===== src/rtl/memory_reader_pkg.sv =====
// Shared definitions for the pulse-recorder RAM masters: default geometry,
// read FSM state encoding and the circular-address helper.
package memory_reader_pkg;
  localparam int RAM_SIZE_DEF = 256;
  localparam int ADDR_BUS_DEF = 8;
  localparam int COORD_W      = 13;

  typedef enum logic [1:0] {
    ST_IDLE  = 2'd0,
    ST_HDR   = 2'd1,
    ST_READ  = 2'd2,
    ST_DRAIN = 2'd3
  } rd_state_e;

  // (a + b) mod size, valid for a < size and b <= size
  function automatic int unsigned wrap_add(input int unsigned a, input int unsigned b,
                                           input int unsigned size);
    int unsigned s;
    s = a + b;
    if (s >= size) s = s - size;
    return s;
  endfunction
endpackage


===== src/rtl/memory_reader_fifo.sv =====
// Synchronous skid FIFO for the read-back stream; count feeds the read credit check.
module mem_reader_fifo #(
  parameter int W     = 17,
  parameter int DEPTH = 4
) (
  input  logic                     clk,
  input  logic                     reset,
  input  logic                     flush,
  input  logic                     push,
  input  logic [W-1:0]             push_data,
  input  logic                     pop,
  output logic [W-1:0]             pop_data,
  output logic                     empty,
  output logic [$clog2(DEPTH):0]   count
);
  localparam int AW = $clog2(DEPTH);
  localparam logic [AW:0] FULL_CNT = (AW+1)'(DEPTH);

  logic [W-1:0]  mem_q [DEPTH];
  logic [AW-1:0] wr_ptr_q, wr_ptr_d, rd_ptr_q, rd_ptr_d;
  logic [AW:0]   cnt_q, cnt_d;
  logic          do_push, do_pop;

  always_comb begin
    do_pop   = pop && (cnt_q != '0);
    do_push  = push && ((cnt_q != FULL_CNT) || do_pop);
    wr_ptr_d = wr_ptr_q + AW'(do_push);
    rd_ptr_d = rd_ptr_q + AW'(do_pop);
    cnt_d    = cnt_q + (AW+1)'(do_push) - (AW+1)'(do_pop);
    if (flush) begin
      wr_ptr_d = '0;
      rd_ptr_d = '0;
      cnt_d    = '0;
    end
  end

  always_ff @(posedge clk) begin
    if (reset) begin
      wr_ptr_q <= '0;
      rd_ptr_q <= '0;
      cnt_q    <= '0;
    end else begin
      wr_ptr_q <= wr_ptr_d;
      rd_ptr_q <= rd_ptr_d;
      cnt_q    <= cnt_d;
    end
  end

  always_ff @(posedge clk) begin
    if (do_push && !flush) mem_q[wr_ptr_q] <= push_data;
  end

  assign pop_data = mem_q[rd_ptr_q];
  assign empty    = (cnt_q == '0);
  assign count    = cnt_q;
endmodule


===== src/rtl/memory_reader.sv =====
// Reads a recorded window out of the circular RAM oldest-first onto a valid/ready stream.
// Optional header beat carrying pulse_coord: define MEM_READER_HEADER_EN.
module memory_reader
  import memory_reader_pkg::*;
#(
  parameter int RAM_SIZE   = RAM_SIZE_DEF,
  parameter int ADDR_BUS   = ADDR_BUS_DEF,
  parameter int DATA_W     = 16,
  parameter int RD_LATENCY = 2,
  parameter int FIFO_DEPTH = 4
) (
  input  logic                ref_clk,
  input  logic                reset,
  input  logic                rd_start,
  input  logic [ADDR_BUS-1:0] rd_end_ptr,
  input  logic [ADDR_BUS:0]   rd_len,
  input  logic [COORD_W-1:0]  pulse_coord,
  input  logic                rd_abort,
  output logic                av_cs,
  output logic                av_read,
  output logic [ADDR_BUS-1:0] av_addr,
  input  logic [DATA_W-1:0]   av_readdata,
  output logic [DATA_W-1:0]   out_data,
  output logic                out_valid,
  input  logic                out_ready,
  output logic                out_last,
  output logic                busy,
  output logic                done
);
  localparam int CW = $clog2(FIFO_DEPTH);
  localparam int FW = DATA_W + 1;
  localparam logic [CW+1:0]   CREDITS = (CW+2)'(FIFO_DEPTH);
  localparam logic [ADDR_BUS:0] LEN_ONE = (ADDR_BUS+1)'(1);

  rd_state_e             state_q, state_d;
  logic [ADDR_BUS-1:0]   addr_q, addr_d;
  logic [ADDR_BUS:0]     len_q, len_d, issued_q, issued_d;
  logic                  done_q, done_d;
  logic [RD_LATENCY:0]   vld_pipe, last_pipe;
  logic [RD_LATENCY-1:0] vld_pipe_q, vld_pipe_d, last_pipe_q, last_pipe_d;
  logic                  issue, issue_last, flush, hdr_push;
  logic                  fifo_push, fifo_pop, fifo_empty;
  logic [FW-1:0]         fifo_wdata, fifo_rdata;
  logic [CW:0]           fifo_count;
  logic [CW+1:0]         credits_used;

  always_comb begin
    state_d  = state_q;
    addr_d   = addr_q;
    len_d    = len_q;
    issued_d = issued_q;
    done_d   = 1'b0;
    flush    = 1'b0;
    hdr_push = 1'b0;

    // Every sample in flight or buffered holds a FIFO slot, so the FIFO can never overflow
    credits_used = (CW+2)'($countones(vld_pipe_q)) + (CW+2)'(fifo_count);
    issue = ((state_q == ST_READ) || (state_q == ST_HDR)) && !rd_abort && !reset &&
            (issued_q != len_q) && (credits_used < CREDITS);
    issue_last = issue && ((issued_q + LEN_ONE) == len_q);
    if (issue) begin
      addr_d   = ADDR_BUS'(wrap_add(32'(addr_q), 32'd1, RAM_SIZE));
      issued_d = issued_q + LEN_ONE;
    end

    case (state_q)
      ST_IDLE: if (rd_start) begin
        addr_d   = ADDR_BUS'(wrap_add(32'(rd_end_ptr), RAM_SIZE - 32'(rd_len), RAM_SIZE));
        len_d    = rd_len;
        issued_d = '0;
`ifdef MEM_READER_HEADER_EN
        hdr_push = 1'b1;
        state_d  = ST_HDR;
`else
        if (rd_len == '0) done_d = 1'b1;
        else              state_d = ST_READ;
`endif
      end
      // Header sits at the FIFO head, so the first pop is always the header beat
      ST_HDR:   if (fifo_pop) state_d = (len_q == '0) ? ST_DRAIN : ST_READ;
      ST_READ:  if (issued_d == len_q) state_d = ST_DRAIN;
      ST_DRAIN: if (fifo_empty && (vld_pipe_q == '0)) begin
        state_d = ST_IDLE;
        done_d  = 1'b1;
      end
      default:  state_d = ST_IDLE;
    endcase

    if (rd_abort && (state_q != ST_IDLE)) begin
      state_d = ST_IDLE;
      done_d  = 1'b1;
      flush   = 1'b1;
    end

    vld_pipe    = {vld_pipe_q, issue};
    last_pipe   = {last_pipe_q, issue_last};
    vld_pipe_d  = flush ? '0 : vld_pipe[RD_LATENCY-1:0];
    last_pipe_d = last_pipe[RD_LATENCY-1:0];

    fifo_push  = hdr_push || vld_pipe[RD_LATENCY];
    fifo_wdata = {last_pipe[RD_LATENCY], av_readdata};
`ifdef MEM_READER_HEADER_EN
    if (hdr_push) fifo_wdata = {rd_len == '0, DATA_W'(pulse_coord)};
`endif
  end

`ifndef MEM_READER_HEADER_EN
  logic unused_coord;
  assign unused_coord = ^pulse_coord;
`endif

  always_ff @(posedge ref_clk) begin
    if (reset) begin
      state_q     <= ST_IDLE;
      addr_q      <= '0;
      len_q       <= '0;
      issued_q    <= '0;
      done_q      <= 1'b0;
      vld_pipe_q  <= '0;
      last_pipe_q <= '0;
    end else begin
      state_q     <= state_d;
      addr_q      <= addr_d;
      len_q       <= len_d;
      issued_q    <= issued_d;
      done_q      <= done_d;
      vld_pipe_q  <= vld_pipe_d;
      last_pipe_q <= last_pipe_d;
    end
  end

  mem_reader_fifo #(.W(FW), .DEPTH(FIFO_DEPTH)) u_fifo (
    .clk       (ref_clk),
    .reset     (reset),
    .flush     (flush),
    .push      (fifo_push),
    .push_data (fifo_wdata),
    .pop       (fifo_pop),
    .pop_data  (fifo_rdata),
    .empty     (fifo_empty),
    .count     (fifo_count)
  );

  assign fifo_pop  = !fifo_empty && out_ready;
  assign av_read   = issue;
  assign av_cs     = issue;
  assign av_addr   = addr_q;
  assign out_valid = !fifo_empty;
  assign out_data  = fifo_empty ? '0 : fifo_rdata[DATA_W-1:0];
  assign out_last  = !fifo_empty && fifo_rdata[DATA_W];
  assign busy      = (state_q != ST_IDLE);
  assign done      = done_q;
endmodule


===== config.mk =====
export PLATFORM = sky130hd
export DESIGN_NAME = memory_reader
export DESIGN_NICKNAME = d
export VERILOG_FILES = /design/src/rtl/memory_reader_pkg.sv /design/src/rtl/memory_reader_fifo.sv /design/src/rtl/memory_reader.sv
export SDC_FILE = /design/constraint.sdc
export NUM_CORES = 1
export LEC_CHECK = 0
export ABC_AREA = 1
export CAP_MARGIN = 20
export CELL_PAD_IN_SITES_DETAIL_PLACEMENT = 0
export CELL_PAD_IN_SITES_GLOBAL_PLACEMENT = 1
export CORE_ASPECT_RATIO = 1.5
export CORE_MARGIN = 8
export CORE_UTILIZATION = 42
export CTS_CLUSTER_SIZE = 25
export DETAILED_ROUTE_END_ITERATION = 10
export HOLD_SLACK_MARGIN = 0.02
export PLACE_DENSITY = 0.91
export SLEW_MARGIN = 25
export SYNTH_ARGS = -nofsm -noshare
export SYNTH_HDL_FRONTEND = slang
export SYNTH_SLANG_ARGS = --single-unit
export TNS_END_PERCENT = 30

===== constraint.sdc =====
create_clock -name ref_clk -period 5.2 [get_ports ref_clk]
set_clock_uncertainty 0.1 [all_clocks]
set_input_delay 1.04 -clock ref_clk [delete_from_list [all_inputs] [get_ports ref_clk]]
set_output_delay 1.04 -clock ref_clk [all_outputs]
set_load 0.01 [all_outputs]

==> insert_results.sql, run 1 <==
INSERT INTO impl_metrics (metric_group, metric, value, unit) VALUES
('sta', 'fin_setup_tns', '0', 'ns'),
('setup_path', 'critical-path-slowest-cell', 'sky130_fd_sc_hd__clkdlybuf4s50_1', ''),
('synth', 'post_synth_and_or_nand_nor_area_fraction', '20.8', '%'),
('final_layout', 'final_nets', '757', ''),
('sta', 'timing.slew.headroom', '37.1', '%'),
('synth', 'synth_top_cell_by_area', 'sky130_fd_sc_hd__edfxtp_1', ''),
('synth', 'synth-xor-area-share', '4.18', '%'),
('setup_path', 'critical_path_type', 'in -> out', ''),
('clock_tree', 'postCtsSetupBuffers', '0', ''),
('clock_tree', 'ctsResizeCount', '0', ''),
('sta', 'grt_setup_unrepaired', 'false', ''),
('pwr', 'vdd_drop_max', '207', 'uV'),
('global_route', 'fraction_of_met3_tracks_used_by_global_routing', '2.86', '%'),
('global_route', 'grt_first_pass_wirelength', '20.8', 'mm'),
('synth', 'synthDominantCellAreaShare', '37.5', '%'),
('global_route', 'largest_net_degree_at_the_start_of_global_routing', '36', ''),
('synth', 'yosys_warnings', '0', ''),
('setup_path', 'critical_path.n_buffers_inverters', '4', ''),
('setup_path', 'critical-path-top-delay-family', 'buffers and inverters', ''),
('placed_design', 'total_instance_count_after_detailed_placement', '831', ''),
('pwr', 'totalPowerFinal', '2.89', 'mW'),
('floorplanning', 'floorplan.io_pins', '81', ''),
('global_route', 'first_global_vias', '4513', ''),
('global_route', 'use_met1', '17.4', '%'),
('setup_path', 'setup.worst_path.start_class', 'input port', ''),
('drt', 'drtPass1Iterations', '4', ''),
('sta', 'worst_slew_pin_slew', '0.941', 'ns'),
('global_route', 'globalRouteTotalUtil', '15.7', '%'),
('worst_hold_path', 'min_path_type', 'reg -> reg', ''),
('floorplanning', 'die_area', '16900', 'um^2'),
('pwr', 'power.share.combinational', '40.1', '%'),
('status', 'status', 'completed', ''),
('synth', 'synth.ff_latch_count', '108', ''),
('clock_tree', 'ctsHoldBuffers', '0', ''),
('pwr', 'cell_internal_pwr', '1.81', 'mW'),
('final_layout', 'stdcell_count', '847', ''),
('synth', 'synth_compound_area_share', '10.5', '%'),
('floorplanning', 'placementRows', '51', ''),
('drt', 'post-route-drc-count', '0', ''),
('clock_tree', 'clock_tree.buffer_depth', '2', ''),
('pwr', 'cellLeakagePower', '2.61', 'nW'),
('floorplanning', 'core-area', '12800', 'um^2'),
('synth', 'post_synth_main_area_contributors', 'sky130_fd_sc_hd__edfxtp_1 37%, sky130_fd_sc_hd__dfxtp_1 15%, sky130_fd_sc_hd__nor2_1 7.8%', ''),
('clock_tree', 'cts-buffers-inserted', '9', ''),
('synth', 'synth.net_count', '690', ''),
('final_layout', 'drive_gt1_share', '8.28', '%'),
('synth', 'dominant_combinational_cell_family_by_area_after_synthesis', 'simple AND/OR/NAND/NOR gates', ''),
('run', 'maxCapViolations', '0', ''),
('drt', 'vias_per_cell', '5.17', ''),
('drt', 'routed-via-count', '4375', ''),
('clock_tree', 'ctsHtreeMaxLevel', '3', ''),
('synth', 'synth_cell_types', '37', ''),
('sta', 'max_freq', '0.244', 'GHz'),
('sta', 'final.min_clock_period', '4.10', 'ns'),
('global_route', 'busiest_layer', 'met2', ''),
('pwr', 'seq_power_share', '36.7', '%'),
('drt', 'wl', '12.9', 'mm'),
('final_layout', 'area_delta_synth_final', '21.5', '%'),
('clock_tree', 'cts.sink_count', '108', ''),
('global_route', 'global_routing_usage_on_met2', '28.0', '%'),
('setup_path', 'cp_common_cell', 'sky130_fd_sc_hd__clkdlybuf4s50_1', ''),
('sta', 'timing.final.max_slew_violations', '0', ''),
('pwr', 'pwr_density_cell', '437', 'nW/um^2'),
('clock_tree', 'tritoncts', 'built', ''),
('pwr', 'switchingPower', '1.09', 'mW'),
('synth', 'synthCells', '616', ''),
('synth', 'avg_cell_area_syn', '8.85', 'um^2'),
('floorplanning', 'die_w', '109', 'um'),
('pwr', 'share_clk_of_total_power', '23.3', '%'),
('placed_design', 'dpl.hpwl', '9.30', 'mm'),
('pwr', 'swShare', '37.6', '%');
==> logic make-up after synthesis <==
group,count (synthesis)
flip-flops,108
XOR/XNOR,26
buffers and inverters,95
AO/OA/AOI/OAI,107
AND/OR/NAND/NOR,257
adder cells (fa/ha/maj),23
==> final cells by class <==
class,count,area (um^2)
tap,159,199
multi-input combinational,413,2260
sequential,108,2840
timing repair buffer,75,731
fill,1168,6200
clock buffer,9,225
clock inverter,7,73.8
inverter,76,285
==> layout by cell type, fill, tap and decap left out, types with 8 or more instances in the layout <==
master | Yosys | layout
sky130_fd_sc_hd__a21oi_1 | 42 | 42
sky130_fd_sc_hd__buf_4 | 2 | 8
sky130_fd_sc_hd__clkbuf_16 | 0 | 9
sky130_fd_sc_hd__clkdlybuf4s50_1 | 0 | 67
sky130_fd_sc_hd__dfxtp_1 | 40 | 40
sky130_fd_sc_hd__edfxtp_1 | 68 | 68
sky130_fd_sc_hd__ha_1 | 21 | 21
sky130_fd_sc_hd__inv_1 | 64 | 64
sky130_fd_sc_hd__inv_2 | 9 | 9
sky130_fd_sc_hd__nand2_1 | 84 | 84
sky130_fd_sc_hd__nand3_1 | 19 | 19
sky130_fd_sc_hd__nand3_2 | 8 | 8
sky130_fd_sc_hd__nand4_1 | 8 | 8
sky130_fd_sc_hd__nor2_1 | 113 | 113
sky130_fd_sc_hd__o21ai_0 | 54 | 54
sky130_fd_sc_hd__xnor2_1 | 10 | 10
sky130_fd_sc_hd__xor2_1 | 16 | 16
==> stage by stage <==
| stage | setup WS [ns] | cell area [um^2] | utilization (%) | hold slack [ns] |
|---|---|---|---|---|
| after CTS | 1.09 | 6620 | 51.6 | 0.322 |
| after floorplan | 2.03 | 5450 | - | 0.288 |
| after detailed placement | 1.09 | 6320 | 49.3 | 0.305 |
| final | 1.10 | 6620 | 51.6 | 0.319 |
| after global placement | 1.08 | 6320 | 49.3 | 0.312 |
| after global routing | 0.966 | 6620 | 51.6 | 0.330 |
==> sequential cells by signal, indices dropped and copies added, names as in the netlist <==
name / cells
last_pipe_q: 2
u_fifo.count: 3
u_fifo.wr_ptr_q: 2
state_q: 2
u_fifo.rd_ptr_q: 2
av_addr: 8
u_fifo.mem_q: 68
len_q: 9
done: 1
issued_q: 9
vld_pipe_q: 2
==> path summary, 6_finish.rpt <==
check                       from        endpoint  slack [ns]  depth (start not counted)
hold reg to reg   last_pipe_q[0]  last_pipe_q[1]        0.32                          2
setup / recovery           reset           av_cs        1.10                          8
setup reg to reg      state_q[0]      state_q[1]        2.38                         19
hold / removal    last_pipe_q[0]  last_pipe_q[1]        0.32                          2
==> routing by layer <==
metal,vias up,wire length (um)
li1,2181,-
met1,2062,5430
met2,111,6570
met5,-,0
met3,21,576
met4,0,293
==> worst min-delay path: stages (launching register included) <==
cell and delay, ns:
sky130_fd_sc_hd__dfxtp_1 0.31, sky130_fd_sc_hd__inv_1 0.04, sky130_fd_sc_hd__nor2_1 0.03
==> power by group through the flow <==
stage / Sequential, mW / Clock, mW / Combinational [mW]
CTS: 1.06 / 0.690 / 1.17
global placement: 1.08 / 0 / 1.13
floorplan: 1.07 / 0 / 0.706
global route: 1.07 / 0.726 / 1.29
detailed placement: 1.08 / 0 / 1.16
finish: 1.06 / 0.673 / 1.16
==> synthesized netlist by cell type <==
cell type,instances
sky130_fd_sc_hd__nor2_1,113
sky130_fd_sc_hd__nand2_2,5
sky130_fd_sc_hd__nand2_1,84
sky130_fd_sc_hd__nand3_1,19
sky130_fd_sc_hd__nor3_4,1
sky130_fd_sc_hd__xnor2_1,10
sky130_fd_sc_hd__nor2_2,2
sky130_fd_sc_hd__a221oi_1,2
sky130_fd_sc_hd__nor3_2,3
sky130_fd_sc_hd__o21bai_1,2
sky130_fd_sc_hd__o221ai_1,1
sky130_fd_sc_hd__buf_1,2
sky130_fd_sc_hd__buf_6,1
sky130_fd_sc_hd__buf_4,2
sky130_fd_sc_hd__inv_1,64
sky130_fd_sc_hd__nand3_2,8
sky130_fd_sc_hd__a21oi_1,42
sky130_fd_sc_hd__nor3_1,10
sky130_fd_sc_hd__inv_2,9
sky130_fd_sc_hd__xor2_1,16
sky130_fd_sc_hd__a31oi_1,1
sky130_fd_sc_hd__o22ai_1,1
sky130_fd_sc_hd__o211ai_1,1
sky130_fd_sc_hd__clkinv_1,3
sky130_fd_sc_hd__clkbuf_1,12
sky130_fd_sc_hd__a221oi_2,1
sky130_fd_sc_hd__edfxtp_1,68
sky130_fd_sc_hd__nor4_1,3
sky130_fd_sc_hd__nand4_1,8
sky130_fd_sc_hd__ha_1,21
sky130_fd_sc_hd__o21ai_1,1
sky130_fd_sc_hd__nor3b_1,1
sky130_fd_sc_hd__buf_2,2
sky130_fd_sc_hd__fa_1,2
sky130_fd_sc_hd__o21ai_0,54
sky130_fd_sc_hd__a32oi_1,1
sky130_fd_sc_hd__dfxtp_1,40
No activity file was read; power rests on OpenSTA's default activity.
==> run 2: changes to the inputs <==
--- a/config.mk
+++ b/config.mk
@@ -11,11 +11,11 @@
 export CELL_PAD_IN_SITES_GLOBAL_PLACEMENT = 1
 export CORE_ASPECT_RATIO = 1.5
 export CORE_MARGIN = 8
-export CORE_UTILIZATION = 42
+export CORE_UTILIZATION = 37
 export CTS_CLUSTER_SIZE = 25
 export DETAILED_ROUTE_END_ITERATION = 10
 export HOLD_SLACK_MARGIN = 0.02
-export PLACE_DENSITY = 0.91
+export PLACE_DENSITY = 0.86
 export SLEW_MARGIN = 25
 export SYNTH_ARGS = -nofsm -noshare
 export SYNTH_HDL_FRONTEND = slang
==> constraint.sdc (replaced) <==
create_clock -name ref_clk -period 3.4 [get_ports ref_clk]
set_clock_uncertainty 0.1 [all_clocks]
set_input_delay 0.68 -clock ref_clk [delete_from_list [all_inputs] [get_ports ref_clk]]
set_output_delay 0.68 -clock ref_clk [all_outputs]
set_load 0.01 [all_outputs]
==> insert_results.sql, run 2 (synthesis results as in run 1) <==
INSERT INTO impl_metrics (metric_group, metric, value, unit) VALUES
('final_layout', 'mostFrequentLayoutCell', 'sky130_fd_sc_hd__nor2_1', ''),
('floorplanning', 'placementRows', '54', ''),
('clock_tree', 'postCtsSetupBuffers', '0', ''),
('clock_tree', 'cts.sink_count', '108', ''),
('floorplanning', 'floorplan.io_pins', '81', ''),
('sta', 'max_freq', '0.318', 'GHz'),
('sta', 'fin_setup_tns', '0', 'ns'),
('final_layout', 'area_delta_synth_final', '23.1', '%'),
('setup_path', 'critical_path_type', 'reg -> out', ''),
('final_layout', 'layout_common_cells', '113 x sky130_fd_sc_hd__nor2_1, 84 x sky130_fd_sc_hd__nand2_1, 68 x sky130_fd_sc_hd__edfxtp_1', ''),
('sta', 'finalHoldViolCount', '0', ''),
('setup_path', 'r2r_cells', '18', ''),
('floorplanning', 'start_util', '37.7', '%'),
('floorplanning', 'die_area', '18900', 'um^2'),
('final_layout', 'top_regs', 'u_fifo.mem_q x68, issued_q x9, len_q x9', ''),
('drt', 'routed-via-count', '4328', ''),
('setup_path', 'r2r_setup_slack', '0.71', 'ns'),
('final_layout', 'final_util', '46.4', '%'),
('sta', 'grt_setup_unrepaired', 'false', ''),
('worst_hold_path', 'hold_start', 'last_pipe_q[0]', ''),
('drt', 'drt_iter0_markers', '254', ''),
('clock_tree', 'cts-buffers-inserted', '9', ''),
('placed_design', 'gpl.final_weighted_congestion', '0.841', ''),
('pwr', 'pwr_density_cell', '672', 'nW/um^2'),
('final_layout', 'antenna_cells_inserted', '0', ''),
('status', 'status', 'completed', ''),
('setup_path', 'timing.rr.start', 'state_q[1]', ''),
('floorplanning', 'die_w', '115', 'um'),
('drt', 'antenna_violating_nets_post_route', '0', ''),
('floorplanning', 'die-height', '165', 'um'),
('sta', 'timing.final.max_slew_violations', '0', ''),
('setup_path', 'path_max_fanout', '6', ''),
('drt', 'vias_per_cell', '4.87', ''),
('run', 'maxCapViolations', '0', ''),
('clock_tree', 'clk_root_buffer_cell', 'sky130_fd_sc_hd__clkbuf_16', ''),
('drt', 'drtPass1Iterations', '4', ''),
('placed_design', 'dpl.hpwl', '9.53', 'mm'),
('drt', 'wl', '13.0', 'mm'),
('final_layout', 'largest_register_ff_count', '68', ''),
('global_route', 'grt_antenna_before_repair', '0', ''),
('sta', 'final.period_utilization', '92.3', '%'),
('setup_path', 'setup.worst_path.start_class', 'register', ''),
('clock_tree', 'tritoncts', 'built', ''),
('clock_tree', 'clock_tree.buffer_depth', '2', ''),
('placed_design', 'count_of_buffers_inserted_at_the_top_level_ports', '67', ''),
('global_route', 'gr_ovfl_total', '0', ''),
('global_route', 'largest_net_degree_at_the_start_of_global_routing', '35', ''),
('floorplanning', 'core-area', '14500', 'um^2'),
('worst_hold_path', 'min_path_type', 'reg -> reg', ''),
('global_route', 'grt_first_pass_wirelength', '20.9', 'mm'),
('final_layout', 'final_nets', '762', ''),
('final_layout', 'drive_gt1_share', '8.95', '%'),
('setup_path', 'worstPathArrival', '2.36', 'ns'),
('worst_hold_path', 'min_path_cells', '2', ''),
('pwr', 'cellLeakagePower', '2.65', 'nW'),
('clock_tree', 'ctsHtreeMaxLevel', '3', ''),
('global_route', 'first_global_vias', '4527', ''),
('sta', 'timing.slew.headroom', '59.2', '%'),
('clock_tree', 'clock_pin_slew_of_the_registers_on_the_worst_case_setup_and_hold_paths', '0.08', 'ns'),
('setup_path', 'cp-end-kind', 'output pin', ''),
('sta', 'final-setup-viol-count', '0', ''),
('setup_path', 'worst-endpoint-required', '2.62', 'ns'),
('final_layout', 'fillCellCount', '1406', ''),
('sta', 'worst_slew_pin_slew', '0.606', 'ns'),
('clock_tree', 'insertion_delay', '0.35', 'ns'),
('final_layout', 'top_register', 'u_fifo.mem_q', ''),
('worst_hold_path', 'min_to', 'last_pipe_q[1]', ''),
('drt', 'routed_wire_length_per_instance', '14.6', 'um'),
('clock_tree', 'ctsHoldBuffers', '0', ''),
('global_route', 'globalRouteTotalUtil', '14.1', '%'),
('clock_tree', 'ctsResizeCount', '0', ''),
('drt', 'post-route-drc-count', '0', ''),
('pwr', 'vdd_drop_max', '272', 'uV'),
('sta', 'final.min_clock_period', '3.14', 'ns'),
('setup_path', 'r2r_end', 'state_q[0]', '');
## run 2: cell types whose count changed in the layout (fill, tap and decap cells not counted), sizes merged
cell / delta
inv: -1
buf: +5
bufinv: +1
## run 2: layout make-up
type | count | area (um^2) | area share, %
Timing Repair Buffer | 80 | 768 | 11.5
Multi-Input combinational cell | 413 | 2250 | 33.6
Inverter | 76 | 285 | 4.25
Sequential cell | 108 | 2840 | 42.4
Clock inverter | 7 | 90.1 | 1.34
Tap cell | 196 | 245 | 3.66
Clock buffer | 9 | 225 | 3.36
## run 2: per-stage QoR
| stage | total power [mW] | hold slack [ns] | std cells | instance area (um^2) | setup WS [ns] |
|---|---|---|---|---|---|
| floorplan | 2.71 | 0.288 | 616 | 5450 | 0.589 |
| global placement | 3.39 | 0.300 | 873 | 6390 | 0.167 |
| detailed placement | 3.45 | 0.296 | 873 | 6390 | 0.164 |
| CTS | 4.55 | 0.305 | 889 | 6710 | 0.222 |
| global route | 4.80 | 0.344 | 889 | 6710 | 0.0771 |
| finish | 4.51 | 0.303 | 889 | 6710 | 0.260 |
## run 2: worst max path at each step
stage | startpoint | end | depth (start not counted)
5_1_grt | state_q[1] | av_read | 9
4_1_cts | state_q[0] | av_read | 9
2_1_floorplan | out_ready | u_fifo.mem_q[0][0] | 4
6_report | state_q[1] | av_read | 9
3_3_place_gp | rd_len[0] | av_addr[7] | 16
3_5_place_dp | rd_len[0] | av_addr[7] | 16
## run 2: worst max-delay path: stages (launching register included)
cell	delay [ns]
sky130_fd_sc_hd__dfxtp_1	0.46
sky130_fd_sc_hd__inv_1	0.10
sky130_fd_sc_hd__ha_1	0.28
sky130_fd_sc_hd__inv_1	0.05
sky130_fd_sc_hd__nor3_2	0.11
sky130_fd_sc_hd__nand3_1	0.11
sky130_fd_sc_hd__nor2_2	0.13
sky130_fd_sc_hd__nand2_2	0.08
sky130_fd_sc_hd__inv_2	0.12
sky130_fd_sc_hd__clkdlybuf4s50_1	0.55
## run 2: routing by layer
layer	vias to the layer above	wire length (um)	GRT usage (%)
met5	-	0	0
met4	0	342	7.32
met1	2021	5270	14.3
met2	102	6800	26.7
met3	22	583	2.53
li1	2183	-	-
## run 2: where the power goes
part	internal [mW]	leakage (nW)	switching, mW
clock network	0.591	0.156	0.506
logic	0.741	1.55	1.04
registers	1.51	0.940	0.117
total	2.84	2.65	1.67
